### src/rtl/lcd_pkg.sv
// Shared LCD scheduler definitions: FSM state encoding, HD44780 command bytes, init ROM.
// No timing of its own; pure constants and helpers.
// Optional feature macro LCD_INIT_SEQ_EN adds the power-on and init states.
package lcd_pkg;

`ifdef LCD_INIT_SEQ_EN
    typedef enum logic [2:0] {
        ST_PWR, ST_INIT, ST_IDLE, ST_SETUP, ST_EN_HI, ST_HOLD, ST_WAIT
    } state_t;
`else
    typedef enum logic [2:0] {
        ST_IDLE, ST_SETUP, ST_EN_HI, ST_HOLD, ST_WAIT
    } state_t;
`endif

    localparam logic [7:0] FUNC_SET = 8'h38;
    localparam logic [7:0] DISP_ON  = 8'h0C;
    localparam logic [7:0] ENTRY    = 8'h06;
    localparam logic [7:0] CLEAR    = 8'h01;
    localparam logic [7:0] HOME     = 8'h02;

    localparam int INIT_LEN = 4;

    // Controller bring-up bytes, all sent as commands (rs=0).
    function automatic logic [7:0] init_rom(input logic [1:0] idx);
        logic [7:0] b;
        case (idx)
            2'd0:    b = FUNC_SET;
            2'd1:    b = DISP_ON;
            2'd2:    b = ENTRY;
            default: b = CLEAR;
        endcase
        return b;
    endfunction

    // Clear/home (and 8'h03, which the controller also treats as home) need the long settle.
    function automatic logic needs_long_wait(input logic rs, input logic [7:0] data);
        return !rs && (data == CLEAR || data == HOME || data == 8'h03);
    endfunction

    function automatic int max_int(input int a, input int b);
        return (a > b) ? a : b;
    endfunction

endpackage

### src/rtl/lcd_bus_scheduler_if.sv
// Renderer-to-scheduler request handshake plus the LCD pin bundle.
// Combinational bundle, no latency.
// A request transfers when req_valid[i] & req_ready[i]; the requester holds it until then.
interface lcd_bus_scheduler_if;
    logic [1:0]  req_valid;
    logic [1:0]  req_rs;
    logic [15:0] req_data;
    logic [1:0]  req_ready;
    logic        busy;
    logic        rs;
    logic        rw;
    logic        enable;
    logic [7:0]  data;

    modport master (
        output req_valid, req_rs, req_data,
        input  req_ready, busy, rs, rw, enable, data
    );

    modport slave (
        input  req_valid, req_rs, req_data,
        output req_ready, busy, rs, rw, enable, data
    );
endinterface

### src/rtl/lcd_rr_arbiter.sv
// Two-way round-robin grant between the face and stats renderers.
// Combinational grant; pointer updates on the cycle a grant is taken.
// Grant is only ever given to a valid port; the caller gates it with its own readiness.
module lcd_rr_arbiter (
    input  logic       clk,
    input  logic       rst,
    input  logic [1:0] valid,
    input  logic       take,
    output logic [1:0] grant
);
    logic prio1;   // 1 = port 1 wins a tie

    // Tie goes to the port not served last; a lone requester always wins.
    always_comb begin
        grant = valid;
        if (valid == 2'b11) begin
            grant = prio1 ? 2'b10 : 2'b01;
        end
    end

    // Serving port 0 hands priority to port 1 and vice versa.
    always_ff @(posedge clk or posedge rst) begin
        if (rst) begin
            prio1 <= 1'b0;
        end else if (take) begin
            prio1 <= grant[0];
        end
    end
endmodule

### src/rtl/lcd_bus_scheduler.sv
// Shares the 1602 LCD bus between two renderers one byte at a time with HD44780 strobe timing.
// Byte on pins from transfer+1; next transfer after SETUP+EN_HIGH+HOLD+WAIT(_LONG) cycles.
// req_ready is offered only in IDLE; requests arriving mid-write are held off. Macro: LCD_INIT_SEQ_EN.
module lcd_bus_scheduler #(
    parameter int T_SETUP     = 2,
    parameter int T_EN_HIGH   = 25,
    parameter int T_HOLD      = 2,
    parameter int T_WAIT      = 2500,
    parameter int T_WAIT_LONG = 82000,
    parameter int T_PWR       = 750000
) (
    input  logic                clk,
    input  logic                rst,
    lcd_bus_scheduler_if.slave  bus
);
    import lcd_pkg::*;

    localparam int T_MAX = max_int(max_int(max_int(T_SETUP, T_EN_HIGH), max_int(T_HOLD, T_WAIT)),
                                   max_int(T_WAIT_LONG, T_PWR));
    localparam int CNT_W = $clog2(T_MAX + 1);
    typedef logic [CNT_W-1:0] cnt_t;

    state_t      state, state_nxt;
    cnt_t        cnt, cnt_nxt;
    logic [1:0]  grant;
    logic        xfer;
    logic        sel;
    logic        rs_q;
    logic [7:0]  data_q;

    lcd_rr_arbiter u_arb (
        .clk   (clk),
        .rst   (rst),
        .valid (bus.req_valid),
        .take  (xfer),
        .grant (grant)
    );

    // rst gates ready/busy directly so both read correctly while reset is held.
    assign bus.req_ready = (state == ST_IDLE && !rst) ? grant : 2'b00;
    assign xfer          = |bus.req_ready;
    assign sel           = grant[1];
    assign bus.busy      = rst || (state != ST_IDLE);
    assign bus.rs        = rs_q;
    assign bus.data      = data_q;
    assign bus.rw        = 1'b0;
    assign bus.enable    = (state == ST_EN_HI);

`ifdef LCD_INIT_SEQ_EN
    logic [2:0] init_idx;
    logic       init_pending;
    assign init_pending = (init_idx != 3'(INIT_LEN));
`endif

    // Next state and counter: the counter loads on every state entry, the state leaves at zero.
    always_comb begin
        state_nxt = state;
        cnt_nxt   = (cnt != '0) ? cnt - cnt_t'(1) : cnt;
        case (state)
`ifdef LCD_INIT_SEQ_EN
            ST_PWR: begin
                if (cnt == '0) begin
                    state_nxt = ST_INIT;
                end
            end
            ST_INIT: begin
                state_nxt = ST_SETUP;
                cnt_nxt   = cnt_t'(T_SETUP - 1);
            end
`endif
            ST_IDLE: begin
                if (xfer) begin
                    state_nxt = ST_SETUP;
                    cnt_nxt   = cnt_t'(T_SETUP - 1);
                end
            end
            ST_SETUP: begin
                if (cnt == '0) begin
                    state_nxt = ST_EN_HI;
                    cnt_nxt   = cnt_t'(T_EN_HIGH - 1);
                end
            end
            ST_EN_HI: begin
                if (cnt == '0) begin
                    state_nxt = ST_HOLD;
                    cnt_nxt   = cnt_t'(T_HOLD - 1);
                end
            end
            ST_HOLD: begin
                if (cnt == '0) begin
                    state_nxt = ST_WAIT;
                    cnt_nxt   = needs_long_wait(rs_q, data_q) ? cnt_t'(T_WAIT_LONG - 1)
                                                              : cnt_t'(T_WAIT - 1);
                end
            end
            ST_WAIT: begin
                if (cnt == '0) begin
`ifdef LCD_INIT_SEQ_EN
                    state_nxt = init_pending ? ST_INIT : ST_IDLE;
`else
                    state_nxt = ST_IDLE;
`endif
                end
            end
            default: state_nxt = ST_IDLE;
        endcase
    end

    // State register; with the init sequence the counter is preloaded for the power-on wait.
    always_ff @(posedge clk or posedge rst) begin
        if (rst) begin
`ifdef LCD_INIT_SEQ_EN
            state <= ST_PWR;
            cnt   <= cnt_t'(T_PWR - 1);
`else
            state <= ST_IDLE;
            cnt   <= '0;
`endif
        end else begin
            state <= state_nxt;
            cnt   <= cnt_nxt;
        end
    end

    // Latch the granted byte (or the next init byte); it stays on the pins until the next one.
    always_ff @(posedge clk or posedge rst) begin
        if (rst) begin
            rs_q   <= 1'b0;
            data_q <= 8'h00;
        end else if (xfer) begin
            rs_q   <= bus.req_rs[sel];
            data_q <= sel ? bus.req_data[15:8] : bus.req_data[7:0];
        end
`ifdef LCD_INIT_SEQ_EN
        else if (state == ST_INIT) begin
            rs_q   <= 1'b0;
            data_q <= init_rom(init_idx[1:0]);
        end
`endif
    end

`ifdef LCD_INIT_SEQ_EN
    // Init ROM index advances once per issued init byte.
    always_ff @(posedge clk or posedge rst) begin
        if (rst) begin
            init_idx <= 3'd0;
        end else if (state == ST_INIT) begin
            init_idx <= init_idx + 3'd1;
        end
    end
`endif

endmodule

### src/flat_wrapper.sv
// flat-port wrapper written by rule: the top's interface ports become plain ports
module lcd_bus_scheduler_flat import lcd_pkg::*;
#(
    parameter int T_SETUP     = 2,
    parameter int T_EN_HIGH   = 25,
    parameter int T_HOLD      = 2,
    parameter int T_WAIT      = 2500,
    parameter int T_WAIT_LONG = 82000,
    parameter int T_PWR       = 750000
)
  (clk, rst, bus_req_valid, bus_req_rs, bus_req_data, bus_req_ready, bus_busy, bus_rs, bus_rw, bus_enable, bus_data);
  lcd_bus_scheduler_if bus_i ();
  input  logic clk;
  input  logic rst;
  input wire logic [$bits(bus_i.req_valid)-1:0] bus_req_valid;
  input wire logic [$bits(bus_i.req_rs)-1:0] bus_req_rs;
  input wire logic [$bits(bus_i.req_data)-1:0] bus_req_data;
  output wire logic [$bits(bus_i.req_ready)-1:0] bus_req_ready;
  output wire logic [$bits(bus_i.busy)-1:0] bus_busy;
  output wire logic [$bits(bus_i.rs)-1:0] bus_rs;
  output wire logic [$bits(bus_i.rw)-1:0] bus_rw;
  output wire logic [$bits(bus_i.enable)-1:0] bus_enable;
  output wire logic [$bits(bus_i.data)-1:0] bus_data;
  assign bus_i.req_valid = bus_req_valid;
  assign bus_i.req_rs = bus_req_rs;
  assign bus_i.req_data = bus_req_data;
  assign bus_req_ready = bus_i.req_ready;
  assign bus_busy = bus_i.busy;
  assign bus_rs = bus_i.rs;
  assign bus_rw = bus_i.rw;
  assign bus_enable = bus_i.enable;
  assign bus_data = bus_i.data;
  lcd_bus_scheduler #(.T_SETUP(T_SETUP), .T_EN_HIGH(T_EN_HIGH), .T_HOLD(T_HOLD), .T_WAIT(T_WAIT), .T_WAIT_LONG(T_WAIT_LONG), .T_PWR(T_PWR)) u_core (.clk(clk), .rst(rst), .bus(bus_i));
endmodule
### config.mk
export PLATFORM = sky130hd
export DESIGN_NAME = lcd_bus_scheduler_flat
export DESIGN_NICKNAME = d
export VERILOG_FILES = /design/src/rtl/lcd_pkg.sv /design/src/rtl/lcd_bus_scheduler_if.sv /design/src/rtl/lcd_rr_arbiter.sv /design/src/rtl/lcd_bus_scheduler.sv /design/src/flat_wrapper.sv
export SDC_FILE = /design/constraint.sdc
export NUM_CORES = 1
export LEC_CHECK = 0
export CAP_MARGIN = 20
export CORE_MARGIN = 1
export CORE_UTILIZATION = 45
export CTS_BUF_LIST = sky130_fd_sc_hd__clkbuf_8
export DETAILED_ROUTE_END_ITERATION = 16
export PLACE_DENSITY = 0.7
export REMOVE_ABC_BUFFERS = 1
export SKIP_CTS_REPAIR_TIMING = 1
export SLEW_MARGIN = 40
export SYNTH_ARGS = -nofsm -noshare
export SYNTH_HDL_FRONTEND = slang
export SYNTH_SLANG_ARGS = --single-unit
export TNS_END_PERCENT = 20
### constraint.sdc
create_clock -name clk -period 3 [get_ports clk]
set_input_delay 0.9 -clock clk [delete_from_list [all_inputs] [get_ports clk]]
set_output_delay 0.9 -clock clk [all_outputs]
set_load 0.005 [all_outputs]
Word level (Yosys, flattened, before mapping) --
Index checks and enable logic that the tools add are counted. Widths: inputs -> output; s select.
Storage, ports and cells: logic and storage cells 52, bits of input ports 22, output and inout bits 14, bits in registers 33
Cells by class: eq/ne operators 13, order comparisons 1, mux-type cells 19, add/subtract/negate cells 1, reductions and logical operators 13
Operator list (number):
- $mux 20 | 5
- $pmux 20 s4 | 1
- $logic_not 20->1 | 1
- $reduce_bool 20->1 | 1
- $sub 20x1->20 const B | 1
- $mux 17 | 1
- $eq 8x2->1 const B | 2
- $mux 3 | 5
- $pmux 3 s5 | 1
- $eq 8x1->1 const B | 1
- $mux 8 | 1
- $ne 2x1->1 const B | 4
- $eq 3x2->1 const B | 2
- $mux 2 | 3
- $reduce_and 5->1 | 1
- $eq 3x1->1 const B | 1
- $eq 3x3->1 const B | 1
- $logic_not 3->1 | 1
- $logic_or 1x1->1 | 3
- $reduce_bool 3->1 | 1
- $eq 2x2->1 const B | 1
- $logic_and 1x1->1 | 2
- $logic_not 1->1 | 2
- $lt 1x2->1 const B | 1
- 3 further kinds | 4

Depth between registers and ports, before layout --
Gate-level depths: netlist of run 1.
depth after elaboration 7, gate-level depth with buffers 13, gate-level depth less buffers 11

By module --
A second synthesis of run 1 with hierarchy kept.
Second synthesis, totals: cells, all modules 211, area, all modules 1915.6 um^2
Modules (own cells, without submodules):
- lcd_bus_scheduler | sequential area each 800.8 um^2, instances 1, area each 1849.3 um^2, cells each 205
- lcd_rr_arbiter | sequential area each 25.0 um^2, instances 1, area each 66.3 um^2, cells each 6

Worst setup path before layout of run 1 --
Ideal clock, no wire load.
path type input to output, from in rst, to out bus_req_ready[0], cell stages on the path 3, arrival 1.692 ns, required time 2.100 ns, buffers on the path 1, setup slack 0.408 ns, cells stage by stage or4_1 > clkbuf_1 > a211oi_1
Between the ends: longest elaborated chain between the ends 3
Ends and longest elaborated chain:
- from (decl) | line flat_wrapper.sv:14 | input logic rst;
- $logic_not 1->1 | line lcd_bus_scheduler.sv:40 | assign bus.req_ready = (state == ST_IDLE && !rst) ? grant : 2'b00;
- $logic_and 1x1->1 | line lcd_bus_scheduler.sv:40
- $mux 2 | line lcd_bus_scheduler.sv:40
- to (decl) | line flat_wrapper.sv:18 | output wire logic [$bits(bus_i.req_ready)-1:0] bus_req_ready;
Every way passes these cells.

Final worst setup path of run 1 --
Same ends and word-level chain as after synthesis.

==> results of run 1 <==
[logic make-up (layout without fill, tap and decap cells)]
family          after synthesis  in the layout
simple gates                 81             81
compound gates               56             56
flops                        33             33
buf+inv                      21             69
mux                          12             12
xor+xnor                     10             10
fa+ha+maj                     3              3
other cells                   1              1
[area by class of cell]
class	instances	area (sq um)	share of cell area [%]
multi-input combinational	163	1040	41.1
clock buffer	5	68.8	2.72
tap	50	62.6	2.47
sequential	33	826	32.7
clock inverter	3	13.8	0.544
inverter	10	40.0	1.58
timing repair buffer	51	478	18.9
[per-layer routing]
metal | GRT usage [%] | vias up
li1 | - | 871
met1 | 28.5 | 815
met2 | 35.2 | 63
met3 | 7.00 | 7
met4 | 9.64 | 0
met5 | 0 | -
[where the power goes]
group          total (mW)  switching (mW)  internal (mW)
combinational       0.240           0.107          0.133
clock               0.321           0.164          0.157
sequential          0.578          0.0685          0.509
[state kept, by name, summed over array words and instances, names as in the netlist]
name	cells
u_core.state	3
u_core.bus.rs	1
u_core.bus.data	8
u_core.u_arb.prio1	1
u_core.cnt	20
[cell usage after synthesis (all sizes together), types with 3 or more instances]
cell / number / share of area (%)
ha: 3 / 1.9
clkbuf: 5 / 0.96
dfrtp: 33 / 42
inv: 10 / 2.0
xnor2: 6 / 2.7
nor2: 22 / 5.0
nor4: 6 / 1.9
buf: 6 / 2.4
a211oi: 3 / 1.1
o21ai: 19 / 4.8
a21oi: 18 / 4.6
nor3: 8 / 2.0
xor2: 4 / 1.8
o31ai: 3 / 1.1
mux2i: 11 / 5.6
or4: 3 / 1.3
nand4: 4 / 1.3
nand3: 5 / 1.3
nand2: 17 / 3.3
[worst paths after layout]
| kind | to | cells past startpoint |
|---|---|---|
| setup / recovery | bus_req_ready[0] | 5 |
| hold / removal | u_core.bus.data[6] | 2 |
| setup reg to reg | u_core.cnt[7] | 8 |
| hold reg to reg | u_core.bus.data[6] | 2 |
| max in group asynchronous | u_core.cnt[1] | 4 |
| min in group asynchronous | u_core.state[1] | 4 |
[worst min-delay path, stage by stage, from the launching register on]
cell	delay, ns
dfrtp_1	0.36
nand2_1	0.05
o21ai_0	0.06
[metrics by stage]
stage | instances | cell area [sq um]
6_report | 315 | 2530
5_1_grt | 315 | 2530
4_1_cts | 314 | 2500
3_5_place_dp | 306 | 2420
3_3_place_gp | 306 | 2420
2_1_floorplan | 206 | 1900
==> metrics list, run 1 <==
- Outcome: completed
- Final hold viol count: 0
* CP Launch Type: primary input
- Total Routed Length: 4.54 mm
- Number of buffers between clock root and the deepest sink: 2
- Dividing the synthesized area by the synthesized cell count gives 9.04 sq um.
- In the final layout, the share of cells above drive strength 1 is 13.2%.
- Clock input transition at the sequential cells of the worst setup and hold paths: 0.07 ns
- Total number of vias: 1756
* Startpoint of the tightest hold check path: u_core.bus.data[6]
* Total met2 wirelength after detailed routing: 2.04 mm
* Worst setup path category: primary input to primary output
- Summed over all cells, the static leakage comes to 1.14 nW.
- The number of buffers and inverters on the critical path is 3.
* Die area: 4630 sq um
* Final Core Density: 61.9%
- Setup slack on the critical path of the routed design comes to 0.0908 ns.
* Setup repair after global routing missed its margin: false
- TritonCTS Buffers: 5
- Signal routing reaches up to met4.
- In this run the clock root is driven by a clkbuf_8.
- The initial antenna violation count was 0.
- TritonRoute pass-1 iters: 4
- For this design, the sink count on the clock tree is 33.
- Asr flop ratio synth: 100%
* Largest family of logic cells by synthesized area: simple AND/OR/NAND/NOR gates
* XOR/XNOR Fraction of Synth Area: 4.46%
- STA puts the critical path data required time at 2.10 ns.
- The detail route stage leaves a number of antenna-violating nets equal to 0.
* Row count: 23
- Overflow after GRT: 0
* Leading register cell type out of synthesis: dfrtp_1
- Summing every instance area after synthesis gives 1960 sq um.
- TritonCTS built the clock tree.
- In the final routed layout, each cell accounts on average for 14.4 microns.
* Number of flops mapped to enable cells by yosys: 0
- Overall routing resource usage: 22.5%
- The floorplan step set the die height to 68.0 microns.
- After detailed routing, the met3 layer carries 308 microns of wire.
- Tcrit/Tclk final: 97.0%
* Area growth from synthesis to final layout: 28.9%
- Post-Synthesis Cells: 217
- Sequential element share of the synthesized area: 42.1%
- Maximum level of the CTS H-tree: 2
- Initial Util: 48.0%
* Slowest CP cell: or4_4
- In this run the worst setup path begins at rst.
* Crit-path cells: dlymetal6s2s_1 > or4_4 > buf_6 > a211oi_2 > buf_2
- Worst hold path type: flip-flop to flip-flop
- Hold is met by 0.508 ns.
* Placeable Area: 4090 sq um
* Critical path's top delay family: simple AND/OR/NAND/NOR gates
- Dividing total power by cell area gives a power density of 450 nW/um^2.
* Clk_lat worst skew: 0.29 ns
- Port Buffers: 34
- Derived from the worst setup path, the maximum achievable clock frequency is 0.344 GHz.
* Final sum of negative setup slack: 0 ns
* Highest fanout seen on the critical path: 2
- Data on the critical path arrives at its endpoint at 2.01 ns.
- Number of max-cap violations: 0
- In the routed layout, each cell is associated on average with a via count of 5.57.
- Entering global routing, the biggest net connects 21 pins.
- The portion of synthesized area spent on multiplexers is 6.19%.
* Worst slack after detailed placement: -0.418 ns
* Final number of max-transition violations: 0
- The design draws 1.14 mW.
* Least-Margin Pin Slew: 0.756 ns
- Worst-case headroom to the max-slew limit: 49.2%
- The worst-case IR drop observed on VDD is 0.000215 V.
- In the final design database the tool counted 289 nets.
* Wire length of the first global-routing pass: 7.69 mm
- Largest stage delay on the critical path: 0.50 ns
- During I/O placement, the number of pins put on the boundary was 36.
- The HPWL after detailed placement is 3.30 mm.
- In this run the register-to-register setup slack is 0.28 ns.
- Yosys warns: 0
- The synthesized netlist devotes 1.91% of its cell area to adder and majority cells.
- After detailed routing, the number of remaining DRC violations is 0.
* Count of filler cells inserted in the layout: 369
- For this block, the initial DRC count from the detailed router was 56.
* Final Setup Violations: 0
- Subtracting the final worst setup slack from the clock period gives 2.91 ns.
* Die width: 68.0 microns
* Flops & latches, synth: 33
- The number of global-route vias before repair came to 1697.
- The worst register-to-register path begins at u_core.cnt[0].
- The top cell types in the final layout, fill and taps aside, are dfrtp_1, clkdlybuf4s50_1, nor2_1.
* Most frequent standard cell in the layout excluding fill and tap cells: dfrtp_1
- M1 wire length: 2.12 mm
* Routability cong.: 0.788
* Clock skew: 0.00936 ns
* Diode insertion count for antenna repair: 0
- Area fraction in compound gates after synthesis: 17.6%
- Count of distinct cell types in the synthesized netlist: 49
- Summing the areas of all and, or, nand and nor instances in the mapped netlist gives 22.2% of the synthesized area.
- Kind of end point of the critical path: primary output
No activity file was read; power rests on OpenSTA's default activity.
==> run 2, diff against run 1 <==
--- a/config.mk
+++ b/config.mk
@@ -10,11 +10,12 @@
 export CORE_UTILIZATION = 45
 export CTS_BUF_LIST = sky130_fd_sc_hd__clkbuf_8
 export DETAILED_ROUTE_END_ITERATION = 16
-export PLACE_DENSITY = 0.7
+export PLACE_DENSITY = 0.71
 export REMOVE_ABC_BUFFERS = 1
 export SKIP_CTS_REPAIR_TIMING = 1
 export SLEW_MARGIN = 40
 export SYNTH_ARGS = -nofsm -noshare
 export SYNTH_HDL_FRONTEND = slang
+export SYNTH_HIERARCHICAL = 1
 export SYNTH_SLANG_ARGS = --single-unit
 export TNS_END_PERCENT = 20
==> metrics list, run 2 <==
* Outcome: completed
- Flip-flop count of the largest register after layout: 20 (unchanged)
* Yosys warns: 6 (+6)
* Worst hold margin: 0.503 ns (-0.00448 ns)
- The initial standard-cell utilization of the core came to 47.2% (-0.80 points).
- Post-DR vias/cell: 5.54 (-0.66%)
* Number of violations reported at the end of detailed-routing iteration 0: 103 (+84%)
- The clock buffer count from CTS came to 5 (unchanged).
- Row count: 23 (unchanged)
* Final sum of negative setup slack: 0 ns (unchanged)
- The global-route wire length before repair came to 7.02 mm (-8.8%).
- STA classifies the critical path startpoint as a primary input.
* Top-Level Pins: 36 (unchanged)
- Total number of vias: 1678 (-4.4%)
* Worst reg2reg path endpoint: u_core/cnt[16]
- The library cell used most frequently in the layout, excluding fill and tap cells, is dfrtp_1.
- The slack of the critical path came to 0.173 ns (+0.0821 ns).
* Number of instances on the worst hold path: 2 (unchanged)
- The total congestion overflow after global routing was 0 (unchanged).
- After detailed routing, no signal wire sits above met4.
- Die Height: 67.2 microns (-1.2%)
* Sink Count: 33 (unchanged)
- Leading cell types in the layout, fill and taps excluded: dfrtp_1, clkdlybuf4s50_1, nand2_1, nor2_1, o21ai_0
* Static Leak: 1.08 nW (-5.2%)
- Final net count: 278 (-3.8%)
- TritonRoute pass-1 iters: 4 (unchanged)
* Data arrival at the endpoint of the critical path: 1.93 ns (-0.08 ns)
- Met3 routed WL: 277 microns (-10%)
* Minimum clock period after layout: 2.83 ns (-0.0821 ns)
* Diode insertion count for antenna repair: 0 (unchanged)
* Overall routing resource usage: 20.9% (-1.6 points)
- Share of post-route cells with drive strength above 1: 11.5% (-1.7 points)
- Crit Reg-Reg Startpoint: u_core/cnt[8]
- The async set-or-reset flop fraction in the synthesized netlist was 100% (unchanged).
* M1 wire length: 1.95 mm (-8.3%)
- Of all cell types, the one taking the most synthesized area is dfrtp_1.
* Reg2reg path depth: 5 (-3)
- Total Routed Length: 4.16 mm (-8.3%)
- The most used flip-flop cell after synthesis is dfrtp_1.
- PD cells: 360 nW/um^2 (-20%)
- The worst hold path belongs to the class flip-flop to flip-flop.
* Number of flops mapped to enable cells by yosys: 0 (unchanged)
* Antenna violations before repair: 0 (unchanged)
- Netlist area before placement: 1920 sq um (-2.4%)
- The core region area was 4060 sq um (-0.70%).
- The final max-slew violation count is 0 (unchanged).
* Startpoint of the tightest hold check path: u_core/bus.data[1]
- HPWL after DPL: 2.91 mm (-12%)
* Port Buffers: 34 (unchanged)
- The register clock-pin slew on the reported worst setup and hold paths is 0.07 ns (about the same).
* Worst-case hold path end point: u_core/bus.data[1]
* Root cell of the clock tree: clkbuf_8
- Final Setup Violations: 0 (unchanged)
- Yosys instantiated no cell more often than dfrtp_1.
- The setup path with the least slack is of type primary input to primary output.
* Maximum resistive drop on vdd: 0.000189 V (-12%)
* Final Core Density: 60.7% (-1.2 points)
* Clk_lat worst skew: 0.29 ns (about the same)
- The instance count of the mapped netlist is 211 (-2.8%).
* Biggest register: u_core/cnt
* Least-Margin Pin Slew: 0.538 ns (-0.218 ns)
* Worst slack after detailed placement: -0.171 ns (+0.247 ns)
- The fraction of post-synthesis cell area in the top cell type by area is 43.1% (+1.0 points).
* Count of unresolved DRC violations after routing: 0 (unchanged)
- The required time of the worst setup path is 2.10 ns (about the same).
- Maximum level of the CTS H-tree: 2 (unchanged)
- The residual antenna-violating net count after detailed routing is 0 (unchanged).
- The number of global-route vias before repair came to 1576 (-7.1%).
- Flops & latches, synth: 33 (unchanged)
* Setup repair after global routing missed its margin: false
- Sequential element share of the synthesized area: 43.1% (+1.0 points)
* Number of buffers between clock root and the deepest sink: 2 (unchanged)
* Total met2 wirelength after detailed routing: 1.88 mm (-7.8%)
* Worst-case headroom to the max-slew limit: 63.8% (+15 points)
- Register-to-Register Setup Slack: 0.44 ns (+0.16 ns)
- The count of maximum capacitance violations is 0 (unchanged).
- The fmax was 0.354 GHz (+2.9%).
- Die area: 4520 sq um (-2.3%)
- Most instantiated cells after synthesis: dfrtp_1, nand2_1, nor2_1, o21ai_0
* Area growth from synthesis to final layout: 28.5%
* Area contributors post-synth: dfrtp_1, mux2i_1, xnor2_1
* Tcrit/Tclk final: 94.2% (-2.7 points)
- Die width: 67.2 microns (-1.2%)
* Mean instance size in the synthesized netlist: 9.08 sq um (+0.42%)
* Final hold viol count: 0 (unchanged)
* Clock skew: 0.00363 ns (-0.00573 ns)
- The largest net degree at the start of global routing was 33 (+57%).
* Kind of end point of the critical path: primary output
* Routability cong.: 0.811 (+3.0%)
- CTS tree: done
- The maximum net fanout on the critical path was 3 (+1).
* Count of distinct cell types in the synthesized netlist: 49 (unchanged)
* Routed WL per cell: 13.7 microns (-4.6%)
-- run 2: through the flow --
stage	power, mW	cells	cell area [sq um]
2_1_floorplan	0.522	198	1860
3_3_place_gp	0.581	295	2370
3_5_place_dp	0.582	295	2370
4_1_cts	0.896	303	2450
5_1_grt	0.931	303	2460
6_report	0.886	303	2460
-- run 2: worst max-delay path: stages --
cell and delay [ns]:
dlymetal6s2s_1 0.14, nor4_2 0.17, buf_4 0.16, buf_4 0.10, inv_1 0.03, clkdlybuf4s50_1 0.43
-- run 2: cell type report --
| cell class | count | area [sq um] |
|---|---|---|
| Fill cell | 357 | 1600 |
| Clock buffer | 5 | 68.8 |
| Timing Repair Buffer | 47 | 445 |
| Clock inverter | 3 | 11.3 |
| Inverter | 12 | 45.0 |
| Multi-Input combinational cell | 153 | 1000 |
| Sequential cell | 33 | 826 |
| Tap cell | 50 | 62.6 |
-- run 2: worst max-delay path by stage --
stage	startpoint	slack (ns)	depth (start not counted)	to
global placement	rst	-0.15	5	bus_req_ready[0]
finish	rst	0.17	6	bus_busy
global route	rst	0.12	6	bus_busy
floorplan	bus_req_valid[1]	-0.59	6	u_core/cnt[14]
detailed placement	rst	-0.17	5	bus_req_ready[0]
CTS	rst	-0.19	5	bus_req_ready[0]
-- run 2: power by group --
part	total (mW)	switching (mW)	internal, mW
registers	0.474	0.0140	0.460
logic	0.0981	0.0385	0.0596
clock network	0.314	0.160	0.154
-- run 2: cells by family (layout without fill, tap and decap cells) --
kind of cell	count (synthesis)	after routing	share of synthesized area [%]
and+or+nand+nor	71	71	18.9
adders and majority gates	4	4	2.61
AOI/OAI and AO/OA	53	53	17.8
muxes	12	12	6.60
DFF	33	33	43.1
buffers and inverters	25	67	5.23
xor gates and xnor gates	12	12	5.49
other	1	1	0.196
-- run 2: metal layers --
metal  global-route usage [%]  vias to the layer above
met1                     27.2                      781
met4                     7.98                        0
met2                     32.6                       55
met5                        0                        -
met3                     6.25                        5
li1                         -                      837
==> run 3, diff against run 2 <==
--- a/config.mk
+++ b/config.mk
@@ -10,7 +10,7 @@
 export CORE_UTILIZATION = 45
 export CTS_BUF_LIST = sky130_fd_sc_hd__clkbuf_8
 export DETAILED_ROUTE_END_ITERATION = 16
-export PLACE_DENSITY = 0.71
+export PLACE_DENSITY = 0.77
 export REMOVE_ABC_BUFFERS = 1
 export SKIP_CTS_REPAIR_TIMING = 1
 export SLEW_MARGIN = 40
==> metrics list, run 3 (synthesis results as in run 2) <==
- Outcome: completed
- Count of unresolved DRC violations after routing: 0 (unchanged)
* Worst slack after detailed placement: -0.231 ns (-0.0597 ns)
- Worst-case headroom to the max-slew limit: 65.2% (+1.4 points)
- The HPWL after detailed placement was 2.96 mm (+2.0%).
* Number of violations reported at the end of detailed-routing iteration 0: 84 (-18%)
- The pin slew with the least headroom to its limit is 0.517 ns (-0.0215 ns).
- The residual antenna-violating net count after detailed routing was 0 (unchanged).
* TritonRoute pass-1 iters: 4 (unchanged)
- The count of antenna diodes in the layout is 0 (unchanged).
- The final wirelength was 4.16 mm (unchanged).
- Number of global-route vias before repair: 1588 (+0.76%)
- The final core area utilization came to 60.4% (-0.28 points).
- Final Setup Violations: 0 (unchanged)
* Flop pwr share: 53.4% (about the same)
- The vertical die dimension is 67.2 microns (unchanged).
* Part of the power in the clock network: 35.5% (about the same)
- Final net count: 276 (-0.72%)
- The routability-driven placement congestion ratio came to 0.833 (+2.6%).
- Initial Util: 47.2% (unchanged)
- Port Buffers: 34 (unchanged)
- Top-Level Pins: 36 (unchanged)
- Placeable Area: 4060 sq um (unchanged)
- Count of filler cells inserted in the layout: 346 (-3.1%)
* Register cell area after layout: 826 sq um (unchanged)
- The count of vias placed by the detailed router was 1656 (-1.3%).
- Share of post-route cells with drive strength above 1: 11.2% (-0.31 points)
- Post-DR vias/cell: 5.50 (-0.66%)
- The clock buffer count from CTS is 5 (unchanged).
- The initial antenna violation count came to 0 (unchanged).
- The insertion delay to the later sink of the worst-skew pair came to 0.29 ns (about the same).
- Sink Count: 33 (unchanged)
* Multi-input combinational cell area: 1010 sq um (+0.37%)
* Number of max-cap violations: 0 (unchanged)
* Highest fanout seen on the critical path: 4 (+1)
* CP Launch Type: primary input
- The top cell types in the final layout, fill and taps aside, are dfrtp_1, clkdlybuf4s50_1, nand2_1, nor2_1, o21ai_0.
- The slack of the critical path is 0.186 ns (+0.0127 ns).
* Area growth from synthesis to final layout: 27.9%
- Static Leak: 1.07 nW (-0.91%)
- PD cells: 362 nW/um^2 (+0.57%)
- Overall routing resource usage: 21.0% (+0.030 points)
- Max Freq: 0.355 GHz (+0.45%)
* Data arrival at the endpoint of the critical path: 1.91 ns (-0.02 ns)
- Setup repair after global routing left no endpoint under its margin.
- The required time of the worst setup path was 2.10 ns (about the same).
- Final sum of negative setup slack: 0 ns (unchanged)
* Overflow after GRT: 0 (unchanged)
* Clock skew: 0.00374 ns (+0.000111 ns)
* Switch share: 24.1% (+0.14 points)
- The final period utilization came to 93.8% (-0.42 points).
- In this run the worst hold path is classified as primary input to asynchronous set/reset pin.
* Pin count of the biggest net entering global routing: 33 (unchanged)
* Portion of total power attributed to combinational logic: 11.1% (about the same)
* Kind of end point of the critical path: primary output
- The final max-slew violation count came to 0 (unchanged).
- Maximum level of the CTS H-tree: 2 (unchanged)
* Number of buffers between clock root and the deepest sink: 2 (unchanged)
- Routed WL per cell: 13.8 microns (+0.66%)
- Cell internal pwr: 0.673 mW (about the same)
- The worst supply voltage drop on vdd is 0.000264 V (+40%).
- Clock input transition at the sequential cells of the worst setup and hold paths: 0.06 ns (about the same)
- The die extent in x was 67.2 microns (unchanged).
* Root cell of the clock tree: clkbuf_8
- Most frequent standard cell in the layout excluding fill and tap cells: dfrtp_1
* Final hold viol count: 0 (unchanged)
- The number of flip-flops under the largest register name came to 20 (unchanged).
- Worst setup path category: primary input to primary output
* Row count: 23 (unchanged)
* Wire length of the first global-routing pass: 6.91 mm (-1.6%)
- CTS tree: done
- The switching power summed over all nets was 0.214 mW (+0.68%).
- The register with the most flip-flops in the final layout is u_core/cnt.
- Die area: 4520 sq um (unchanged)
- Minimum clock period after layout: 2.81 ns (-0.0127 ns)
[run 3: cell types whose count changed in the layout (fill, tap and decap cells not counted), sizes merged]
| cell | change |
|---|---|
| buf | -2 |
[run 3: per-layer routing]
| metal | up-vias | GRT usage (%) | part of all wire (%) |
|---|---|---|---|
| met5 | - | 0 | 0 |
| met4 | 0 | 10.6 | 1.3 |
| met3 | 6 | 5.74 | 7.4 |
| met2 | 52 | 34.1 | 47 |
| met1 | 764 | 25.3 | 44 |
| li1 | 834 | - | - |
[run 3: path summary, 6_finish.rpt]
path                       slack, ns                 end  cells after the start               start
hold / removal                  0.51  u_core/u_arb/prio1                      2                 rst
min in group clk                0.51  u_core/bus.data[4]                      2  u_core/bus.data[4]
setup / recovery                0.19            bus_busy                      5                 rst
setup reg to reg                0.48      u_core/cnt[16]                      5       u_core/cnt[8]
hold reg to reg                 0.51  u_core/bus.data[4]                      2  u_core/bus.data[4]
max in group asynchronous       1.95  u_core/bus.data[4]                      3                 rst
[run 3: final cells by class]
cell class	count	share of cell area, %
Clock buffer	5	2.81
Clock inverter	3	0.460
Inverter	12	1.84
Multi-Input combinational cell	153	41.1
Sequential cell	33	33.7
Tap cell	50	2.55
Timing Repair Buffer	45	17.6
[run 3: critical path, cell delays in order]
cell             delay, ns
dlymetal6s2s_1        0.15
nor4_2                0.25
buf_4                 0.16
inv_1                 0.03
clkdlybuf4s50_1       0.42
[run 3: power by group through the flow]
| stage | clock network [mW] | logic [mW] | registers (mW) |
|---|---|---|---|
| after detailed placement | 0 | 0.0996 | 0.482 |
| after floorplan | 0 | 0.0416 | 0.480 |
| after global routing | 0.341 | 0.110 | 0.476 |
| after global placement | 0 | 0.0977 | 0.482 |
| final | 0.315 | 0.0986 | 0.474 |
| after CTS | 0.328 | 0.100 | 0.474 |
[run 3: metrics by stage]
stage | total power, mW | hold WS [ns] | instances | instance area (sq um)
floorplan | 0.522 | 0.495 | 198 | 1860
global placement | 0.579 | 0.487 | 293 | 2350
detailed placement | 0.582 | 0.504 | 293 | 2350
CTS | 0.902 | 0.518 | 301 | 2430
global route | 0.927 | 0.519 | 301 | 2450
finish | 0.887 | 0.507 | 301 | 2450
